==> config.mk <==
export PLATFORM = sky130hd
export DESIGN_NAME = serial_adder
export DESIGN_NICKNAME = d
export VERILOG_FILES = /design/src/rtl/serial_adder.sv
export SDC_FILE = /design/constraint.sdc
export NUM_CORES = 1
export LEC_CHECK = 0
export CORE_MARGIN = 4
export CORE_UTILIZATION = 55
export DETAILED_ROUTE_END_ITERATION = 12
export PLACE_DENSITY = 0.83
export SLEW_MARGIN = 10
export SYNTH_ARGS = -nofsm -noshare
export SYNTH_HDL_FRONTEND = slang
export SYNTH_SLANG_ARGS = --single-unit
export TNS_END_PERCENT = 1
==> constraint.sdc <==
create_clock -name clk -period 4.22 [get_ports clk]
set_input_delay 0.633 -clock clk [delete_from_list [all_inputs] [get_ports clk]]
set_output_delay 0.633 -clock clk [all_outputs]
set_load 0.02 [all_outputs]
==> src/rtl/serial_adder.sv <==
// Bit-serial adder: LSB-first, one full-adder cell and a carry flop; SERIAL_ADDER_SUB_EN adds a sub input for a-b.
// Latency: start at edge E0, busy for WIDTH cycles, done pulses after E_WIDTH.
// Backpressure: none; start is ignored while busy and accepted again in IDLE or DONE.
module serial_adder #(
  parameter int WIDTH = 8
) (
  input  logic             clk,
  input  logic             rst_n,
  input  logic             start,
`ifdef SERIAL_ADDER_SUB_EN
  input  logic             sub,
`endif
  input  logic [WIDTH-1:0] a,
  input  logic [WIDTH-1:0] b,
  input  logic             cin,
  output logic             busy,
  output logic             done,
  output logic [WIDTH-1:0] sum,
  output logic             cout
);

  localparam int CW = (WIDTH > 1) ? $clog2(WIDTH) : 1;

  typedef enum logic [1:0] {
    IDLE = 2'd0,
    RUN  = 2'd1,
    DONE = 2'd2
  } state_t;

  state_t         state, state_nxt;
  logic [WIDTH-1:0] opa, opb, acc;
  logic             carry;
  logic [CW-1:0]    cnt;
  logic             fa_s, fa_c;
  logic             last;
  logic             accept;
  logic [WIDTH-1:0] b_eff;
  logic             cin_eff;

  // Subtraction is a + ~b + 1, so only the captured operand and carry change.
`ifdef SERIAL_ADDER_SUB_EN
  assign b_eff   = sub ? ~b : b;
  assign cin_eff = sub | cin;
`else
  assign b_eff   = b;
  assign cin_eff = cin;
`endif

  assign fa_s = opa[0] ^ opb[0] ^ carry;
  assign fa_c = (opa[0] & opb[0]) | (carry & (opa[0] ^ opb[0]));
  assign last = (cnt == CW'(WIDTH - 1));

  always_ff @(posedge clk or negedge rst_n) begin
    if (!rst_n) state <= IDLE;
    else        state <= state_nxt;
  end

  always_comb begin
    state_nxt = state;
    busy      = 1'b0;
    done      = 1'b0;
    accept    = 1'b0;
    case (state)
      IDLE: begin
        if (start) begin
          accept    = 1'b1;
          state_nxt = RUN;
        end
      end
      RUN: begin
        busy = 1'b1;
        if (last) state_nxt = DONE;
      end
      DONE: begin
        done = 1'b1;
        if (start) begin
          accept    = 1'b1;
          state_nxt = RUN;
        end else begin
          state_nxt = IDLE;
        end
      end
      default: state_nxt = IDLE;
    endcase
  end

  always_ff @(posedge clk or negedge rst_n) begin
    if (!rst_n) begin
      opa   <= '0;
      opb   <= '0;
      acc   <= '0;
      carry <= 1'b0;
      cnt   <= '0;
      sum   <= '0;
      cout  <= 1'b0;
    end else if (accept) begin
      opa   <= a;
      opb   <= b_eff;
      acc   <= '0;
      carry <= cin_eff;
      cnt   <= '0;
    end else if (state == RUN) begin
      opa   <= opa >> 1;
      opb   <= opb >> 1;
      acc   <= {fa_s, acc[WIDTH-1:1]};
      carry <= fa_c;
      cnt   <= cnt + CW'(1);
      // The result register only moves on the final bit, so it holds the old result while running.
      if (last) begin
        sum  <= {fa_s, acc[WIDTH-1:1]};
        cout <= fa_c;
      end
    end
  end

endmodule

=== Yosys cells after proc, flatten, opt, wreduce, memory -nomap -nowiden ===
Index checks and enable logic that the tools add are counted.

* Input bits: 20
* Bits in registers: 39

* Multiplexer cells: 18
* Reduce and logical (&&, ||, !) cells: 5
* Equal/unequal tests: 5
* Bitwise logic cells: 6
* Add/sub/neg operators: 1

{| class="wikitable"
|+ Operator list
! cell !! count
|-
| 8-bit 2-to-1 mux || 6
|-
| 1-bit 2-to-1 mux || 7
|-
| 3-bit 2-to-1 mux || 2
|-
| 2-bit one-hot mux with 3 select lines || 1
|-
| 2-bit 2-to-1 mux || 2
|-
| 2-bit != test, second input constant || 2
|-
| 3-bit by 1-bit adder with 3-bit output, second input constant || 1
|-
| 3-bit == test, second input constant || 1
|-
| 3-bit AND reduction || 1
|-
| 1-bit AND || 2
|-
| 2-bit by 1-bit == test with 1-bit output, second input constant || 1
|-
| 2-bit == test, second input constant || 1
|-
| 2-bit logical NOT || 1
|-
| 2-bit AND reduction || 1
|-
| 2-bit nonzero test || 1
|-
| 2-bit OR reduction || 1
|-
| 1-bit bitwise XOR || 2
|-
| 1-bit NOT || 1
|-
| 1-bit OR || 1
|}

=== Logic depth before layout (Yosys ltp) ===
Gate-level depths: netlist (run 1).

* Depth in word-level cells: 5
* Mapped depth: 6
* Mapped depth without buffers: 4

=== Least setup slack after synthesis (run 1) ===
Ideal clock, no wire load.

* Path type: flip-flop to output port
* From: register state[1]
* To: output done
* Data arrival time: 0.842 ns
* Cell stages (with the launch flop): 3
* Path buffers: 1
* Setup slack: 2.745 ns
* Data required time: 3.587 ns
* Path through: dfrtp_1 buf_4 nor2b_1

* Cells in the longest elaborated chain, start to end: 2

{| class="wikitable"
|+ RTL lines
! what !! line !! source
|-
| start, declared || 30 || <nowiki>state_t state, state_nxt;</nowiki>
|-
| start signal, assigned || 55 || <nowiki>else state <= state_nxt;</nowiki>
|-
| 2-bit == test || 63 || <nowiki>case (state)</nowiki>
|-
| 1-bit 2-to-1 mux || 63 ||
|-
| end, declared || 17 || <nowiki>output logic done,</nowiki>
|}

Every way passes these cells.

=== Worst setup path in the final report (run 1) ===
* From: register state[0]
* To: output busy

* Cells in the longest elaborated chain, start to end: 2

{| class="wikitable"
|+ RTL lines
! what !! line !! source
|-
| 2-bit by 1-bit == test with 1-bit output || 63 ||
|-
| 1-bit 2-to-1 mux || 63 ||
|-
| end, declared || 16 || <nowiki>output logic busy,</nowiki>
|}

Every way passes these cells.

==> results of run 1 <==
==> metal layers <==
layer,vias to the layer above,GRT usage (%),share of wire (%)
li1,535,-,-
met4,0,6.47,0.47
met3,2,4.22,4.8
met2,26,25.5,50
met1,521,22.6,45
met5,-,0,0
==> state kept, by name (all words and copies together), names as in the netlist <==
signal  count
sum         8
opb         8
cnt         3
state       2
cout        1
carry       1
acc         7
opa         8
==> synth_stat cells (all sizes together), types with 4 or more instances <==
cell    instances  area, µm²
a211oi          4       30.0
a21oi          15        113
a22o           10       87.6
buf             7       67.6
dfrtp          38        951
inv            14       57.6
mux2           13        146
mux2i           5       50.1
nor2b           5       31.3
o22ai          11       68.8
==> how the worst max path moves through the flow <==
| stage | cells past startpoint | endpoint | start |
|---|---|---|---|
| 2_1_floorplan | 2 | done | state[1] |
| 3_3_place_gp | 4 | cnt[0] | start |
| 3_5_place_dp | 4 | cnt[0] | start |
| 4_1_cts | 3 | busy | state[0] |
| 5_1_grt | 3 | busy | state[0] |
| 6_report | 3 | busy | state[0] |
==> layout make-up <==
class | count | area (µm²) | area share, %
sequential | 38 | 951 | 45.9
multi-input combinational | 74 | 637 | 30.8
timing repair buffer | 30 | 295 | 14.3
inverter | 14 | 57.6 | 2.78
tap | 44 | 55.1 | 2.66
clock buffer | 7 | 45.0 | 2.18
clock inverter | 1 | 30.0 | 1.45
==> logic make-up after synthesis <==
family	share of synthesized area, %
AO/OA/AOI/OAI	18.4
multiplexers	11.4
adder cells (fa/ha/maj)	2.62
buffers and inverters	7.51
AND/OR/NAND/NOR	4.59
flip-flops	55.4
==> worst register-to-register path, delay by kind of cell (launching register included) <==
family             cells  cell delay, ns
DFF                    1            0.75
muxes                  1            0.29
AOI/OAI and AO/OA      1            0.71
==> power by group through the flow <==
stage	clock [mW]	sequential (mW)	combinational [mW]
after floorplan	0	0.657	0.457
after global placement	0	0.653	0.606
after detailed placement	0	0.665	0.633
after CTS	0.244	0.657	0.635
after global routing	0.257	0.681	0.694
final	0.237	0.655	0.625
==> per-stage QoR <==
| step | hold WS [ns] | instance area, µm² | utilization (%) |
|---|---|---|---|
| after floorplan | 0.337 | 1720 | - |
| after global placement | 0.483 | 2000 | 65.9 |
| after detailed placement | 0.486 | 2000 | 65.9 |
| after CTS | 0.389 | 2070 | 68.4 |
| after global routing | 0.432 | 2070 | 68.4 |
| final | 0.371 | 2070 | 68.4 |
==> metrics.md, run 1 <==
| Metric | Value |
|---|---|
| Outcome | finished clean |
| Synthesis-to-finish area growth | 20.6% |
| GPL Wtd Cong | 0.739 |
| Die ar. | 4080 µm² |
| Synth warn | 0 |
| Io pins | 31 |
| Kind of critical path | reg -> out |
| Crit-path leading delay family | buffers and inverters |
| Pre-CTS WS | 1.73 ns |
| Root Driver | clkbuf_4 |
| Total power | 1.52 mW |
| CP bufs+invs | 2 |
| Slew @ Worst Pin | 0.797 ns |
| Clock buffer count from CTS | 5 |
| Fin cells | 208 |
| Worst Path Arrival | 2.08 ns |
| CP Launch Type | flip-flop |
| Maximum clock frequency | 369 MHz |
| Crit-path cells | nand2b_4 > inv_6 > clkdlybuf4s50_1 |
| Clock Skews | 0.00528 ns |
| Reg-to-reg startpoint | state[0] |
| Port bufs | 30 |
| Post-CTS Setup Bufs | 0 |
| DR WL/cell | 14.2 µm |
| Die Width | 63.9 µm |
| Clock Path Buffers | 2 |
| Row cnt | 20 |
| Worst-case reg-to-reg path depth | 2 |
| GR Overflow Total | 0 |
| Finish-stage setup viols | 0 |
| Hold-fix buffers, CTS | 0 |
| RR Endpoint | cnt[0] |
| #FFs+latches synth | 38 |
| Slowest cell on the critical path | dfrtp_1 |
| PD cells | 733 nW/µm² |
| Syn Area/Cell | 12.8 µm² |
| Share of total power in combinational logic | 41.2% |
| First-pass DRT Iterations | 4 |
| Cells after DPL | 200 |
| Initial DRC Count | 28 |
| Clock power share | 15.6% |
| Max-cap violation count | 0 |
| Minimum setup slack among reg-to-reg paths | 2.41 ns |
| Sw frac | 35.8% |
| Worst Path Max Fanout | 18 |
| Clk_lat worst skew | 0.34 ns |
| DRC | 0 |
| Dpl hpwl | 2200 µm |
| Final Hold Fails | 0 |
| Most common cell after layout, fill and taps aside | dfrtp_1 |
| Filler Cells Inserted | 230 |
| Ant. Diodes | 0 |
| DR vias | 1084 |
| Post-CTS Resized | 0 |
| Flop pwr share | 43.2% |
| Post-Syn Area | 1720 µm² |
| Data required, critical path | 3.59 ns |
| H-tree levels | 2 |
| CP endpoint kind | output pin |
| Total GRT Usage | 16.6% |
| Lkg Pwr | 0.925 nW |
| Tcrit/Tclk final | 64.2% |
| CTS tree | built |
| Fin. max-slew vios | 0 |
| Register area share after synthesis | 55.4% |
| Netlist cell types | 25 |
| Final #Nets | 186 |
| Post-route setup TNS | 0 ns |
| Sw Pwr | 544 µW |
| CTS clk-pin slew, worst paths | 0.11 ns |
| Sink Count | 38 |
| Final worst slack | 1.51 ns |
| First-pass GRT wire length | 5220 µm |
| Layout cells sized above 1 | 20.7% |
| Starting Density | 56.7% |
| Core Box Area | 3030 µm² |
| Max incr delay on CP | 0.75 ns |
| Ys flop type | dfrtp_1 |
| DRT Wirelength | 2960 µm |
| Asr flop ratio synth | 100% |
| Post-Syn Nets | 157 |
| Post-route ant nets | 0 |
| Vias in the first global route | 1127 |
| Crit path time final | 2.71 ns |
| Initial antenna violation count | 0 |
| Unrepaired setup endpoints after global routing | false |
| Relative slew slack | 46.9% |
| Worst vdd ir | 299 µV |
| Worst Hold Class | in -> async |
| Mapped Cells | 134 |
| Number of vias per cell | 5.21 |
| Internal power | 974 µW |
| Largest net degree at the start of global routing | 39 |
| Die Ht | 63.9 µm |
| Most frequent cells in the layout | 38 x dfrtp_1, 29 x clkdlybuf4s50_1, 13 x mux2_2, 13 x inv_1, 11 x o22ai_1 |
| Number of synthesized flops with an enable pin | 0 |
(Power assumes the default switching activity.)
==> run 2: changes to the inputs <==
--- a/config.mk
+++ b/config.mk
@@ -6,9 +6,9 @@
 export NUM_CORES = 1
 export LEC_CHECK = 0
 export CORE_MARGIN = 4
-export CORE_UTILIZATION = 55
+export CORE_UTILIZATION = 46
 export DETAILED_ROUTE_END_ITERATION = 12
-export PLACE_DENSITY = 0.83
+export PLACE_DENSITY = 0.74
 export SLEW_MARGIN = 10
 export SYNTH_ARGS = -nofsm -noshare
 export SYNTH_HDL_FRONTEND = slang
==> constraint.sdc (replaced) <==
create_clock -name clk -period 2.36 [get_ports clk]
set_input_delay 0.354 -clock clk [delete_from_list [all_inputs] [get_ports clk]]
set_output_delay 0.354 -clock clk [all_outputs]
set_load 0.02 [all_outputs]
==> run 2 against run 1 <==
Cell count rose by 3.4%; critical path depth is the same; core utilization fell by 6.6 points; first-iteration DRC count rose by 46%; clock power is 130% higher; die area is 17% higher; power grew 88%; clock skew is 0.0016 ns lower.
==> metrics.md, run 2 (synthesis results as in run 1) <==
| Metric | Value |
|---|---|
| Outcome | finished clean |
| Most common cell after layout, fill and taps aside | dfrtp_1 |
| CTS tree | built |
| Worst Path Max Fanout | 13 (-5) |
| GR Overflow Total | 0 (unchanged) |
| Kind of critical path | reg -> out |
| Storage cell area | 951 µm² (unchanged) |
| Max-cap violation count | 0 (unchanged) |
| Top Registers | opa x8, opb x8, sum x8 |
| Final #Nets | 191 (+2.7%) |
| Core Box Area | 3470 µm² (+15%) |
| Worst Path Arrival | 1.75 ns (-0.33 ns) |
| Layout cells sized above 1 | 24.3% (+3.5 points) |
| Slew @ Worst Pin | 0.808 ns (+0.0105 ns) |
| Lkg Pwr | 0.968 nW (+4.7%) |
| Die Width | 69.1 µm (+8.2%) |
| Fin. max-slew vios | 0 (unchanged) |
| Max incr delay on CP | 0.61 ns (-0.14 ns) |
| Clock buffer count from CTS | 5 (unchanged) |
| Post-route setup TNS | 0 ns (unchanged) |
| Vias in the first global route | 1214 (+7.7%) |
| Relative slew slack | 46.1% (-0.70 points) |
| Most frequent cells in the layout | 38 x dfrtp_1, 29 x clkdlybuf4s50_1, 13 x mux2_2, 13 x inv_1, 11 x o22ai_1 |
| First-pass DRT Iterations | 4 (unchanged) |
| Crit-path cells | nand2b_4 > inv_6 > clkdlybuf4s50_1 |
| Unrepaired setup endpoints after global routing | false |
| Largest net degree at the start of global routing | 39 (unchanged) |
| GPL Wtd Cong | 0.822 (+11%) |
| DR vias | 1158 (+6.8%) |
| Sink Count | 38 (unchanged) |
| First-pass GRT wire length | 5550 µm (+6.2%) |
| Die Ht | 69.1 µm (+8.2%) |
| Dpl hpwl | 2310 µm (+5.2%) |
| Util after Layout | 61.8% (-6.6 points) |
| Maximum clock frequency | 474 MHz |
| Io pins | 31 (unchanged) |
| Root Driver | clkbuf_8 |
| Placed Area | 2040 µm² (+2.0%) |
| Crit-path leading delay family | buffers and inverters |
| Clock Skews | 0.00366 ns (-0.00162 ns) |
| Ant. Diodes | 0 (unchanged) |
| Pre-CTS WS | 0.570 ns (-1.16 ns) |
| Clock Path Buffers | 2 (unchanged) |
| Hold-fix buffers, CTS | 0 (unchanged) |
| Post-route ant nets | 0 (unchanged) |
| Data required, critical path | 2.01 ns (-1.58 ns) |
| Crit path time final | 2.11 ns |
| PD cells | 1330 nW/µm² (+82%) |
| Number of vias per cell | 5.39 (+3.3%) |
| Area of the multi-input gates | 637 µm² (unchanged) |
| Initial DRC Count | 41 (+46%) |
| Post-CTS Setup Bufs | 0 (unchanged) |
| Initial antenna violation count | 0 (unchanged) |
| Fin cells | 215 (+3.4%) |
| Worst vdd ir | 646 µV (+120%) |
| CP bufs+invs | 2 (unchanged) |
| Cell area after layout | 2140 µm² (+3.6%) |
| Slowest cell on the critical path | clkdlybuf4s50_1 |
| Synthesis-to-finish area growth | 24.9% |
| Clk_lat worst skew | 0.29 ns (-0.05 ns) |
| H-tree levels | 2 (unchanged) |
| Finish-stage setup viols | 0 (unchanged) |
| Starting Density | 49.5% (-7.2 points) |
| CP Launch Type | flip-flop |
| Row cnt | 21 (+5.0%) |
| Final worst slack | 0.252 ns (-1.26 ns) |
| Tcrit/Tclk final | 89.3% |
| Worst Hold Class | in -> async |
| Filler Cells Inserted | 309 (+34%) |
| DRT Wirelength | 3130 µm (+5.7%) |
| Die ar. | 4770 µm² (+17%) |
| Total power | 2.86 mW (+88%) |
| Final Hold Fails | 0 (unchanged) |
| Cells after DPL | 207 (+3.5%) |
| CP endpoint kind | output pin |
| CTS clk-pin slew, worst paths | 0.07 ns (-0.04 ns) |
| Total GRT Usage | 14.6% (-2.0 points) |
| DRC | 0 (unchanged) |
| Port bufs | 30 (unchanged) |
| Post-CTS Resized | 0 (unchanged) |
| DR WL/cell | 14.6 µm (+2.3%) |
| Hold Slack | 0.150 ns (-0.221 ns) |
[run 2: worst reg2reg max path, cell delays in order, from the launching register on]
cell,delay [ns]
dfrtp_1,0.40
buf_4,0.24
nand2b_1,0.42
inv_1,0.10
a22o_1,0.25
[run 2: final timing paths]
path                           from  endpoint  slack (ns)  cells after the start
max                        state[1]      busy        0.25                      3
min                           rst_n    opa[5]        0.15                      1
max reg2reg                state[0]    opa[7]        0.84                      4
min reg2reg                  sum[0]    sum[0]        0.50                      1
max in group asynchronous     rst_n     carry        1.71                      1
min in group clk             sum[0]    sum[0]        0.50                      1
[run 2: cell type report]
cell class                 count  area share (%)
multi-input combinational     74            29.7
clock buffer                   5            3.21
tap                           46            2.68
clock inverter                 3            1.87
inverter                      14            2.68
sequential                    38            44.3
timing repair buffer          35            15.5
[run 2: where the power goes]
part           internal [mW]  switching [mW]
sequential             0.945           0.194
clock                  0.311           0.225
combinational          0.601           0.580
total                   1.86           0.999
[run 2: layer usage]
layer | vias up | GRT usage, % | share of wire (%)
li1 | 546 | - | -
met1 | 581 | 17.2 | 42
met2 | 24 | 23.8 | 51
met3 | 7 | 6.10 | 5.3
met4 | 0 | 5.21 | 1.6
met5 | - | 0 | 0
==> run 3: changes to the inputs <==
--- a/config.mk
+++ b/config.mk
@@ -7,6 +7,7 @@
 export LEC_CHECK = 0
 export CORE_MARGIN = 4
 export CORE_UTILIZATION = 46
+export CTS_CLUSTER_SIZE = 16
 export DETAILED_ROUTE_END_ITERATION = 12
 export PLACE_DENSITY = 0.74
 export SLEW_MARGIN = 10
==> results of run 3 <==
No change in the layout: final DEF, timing and power equal those of run 2.
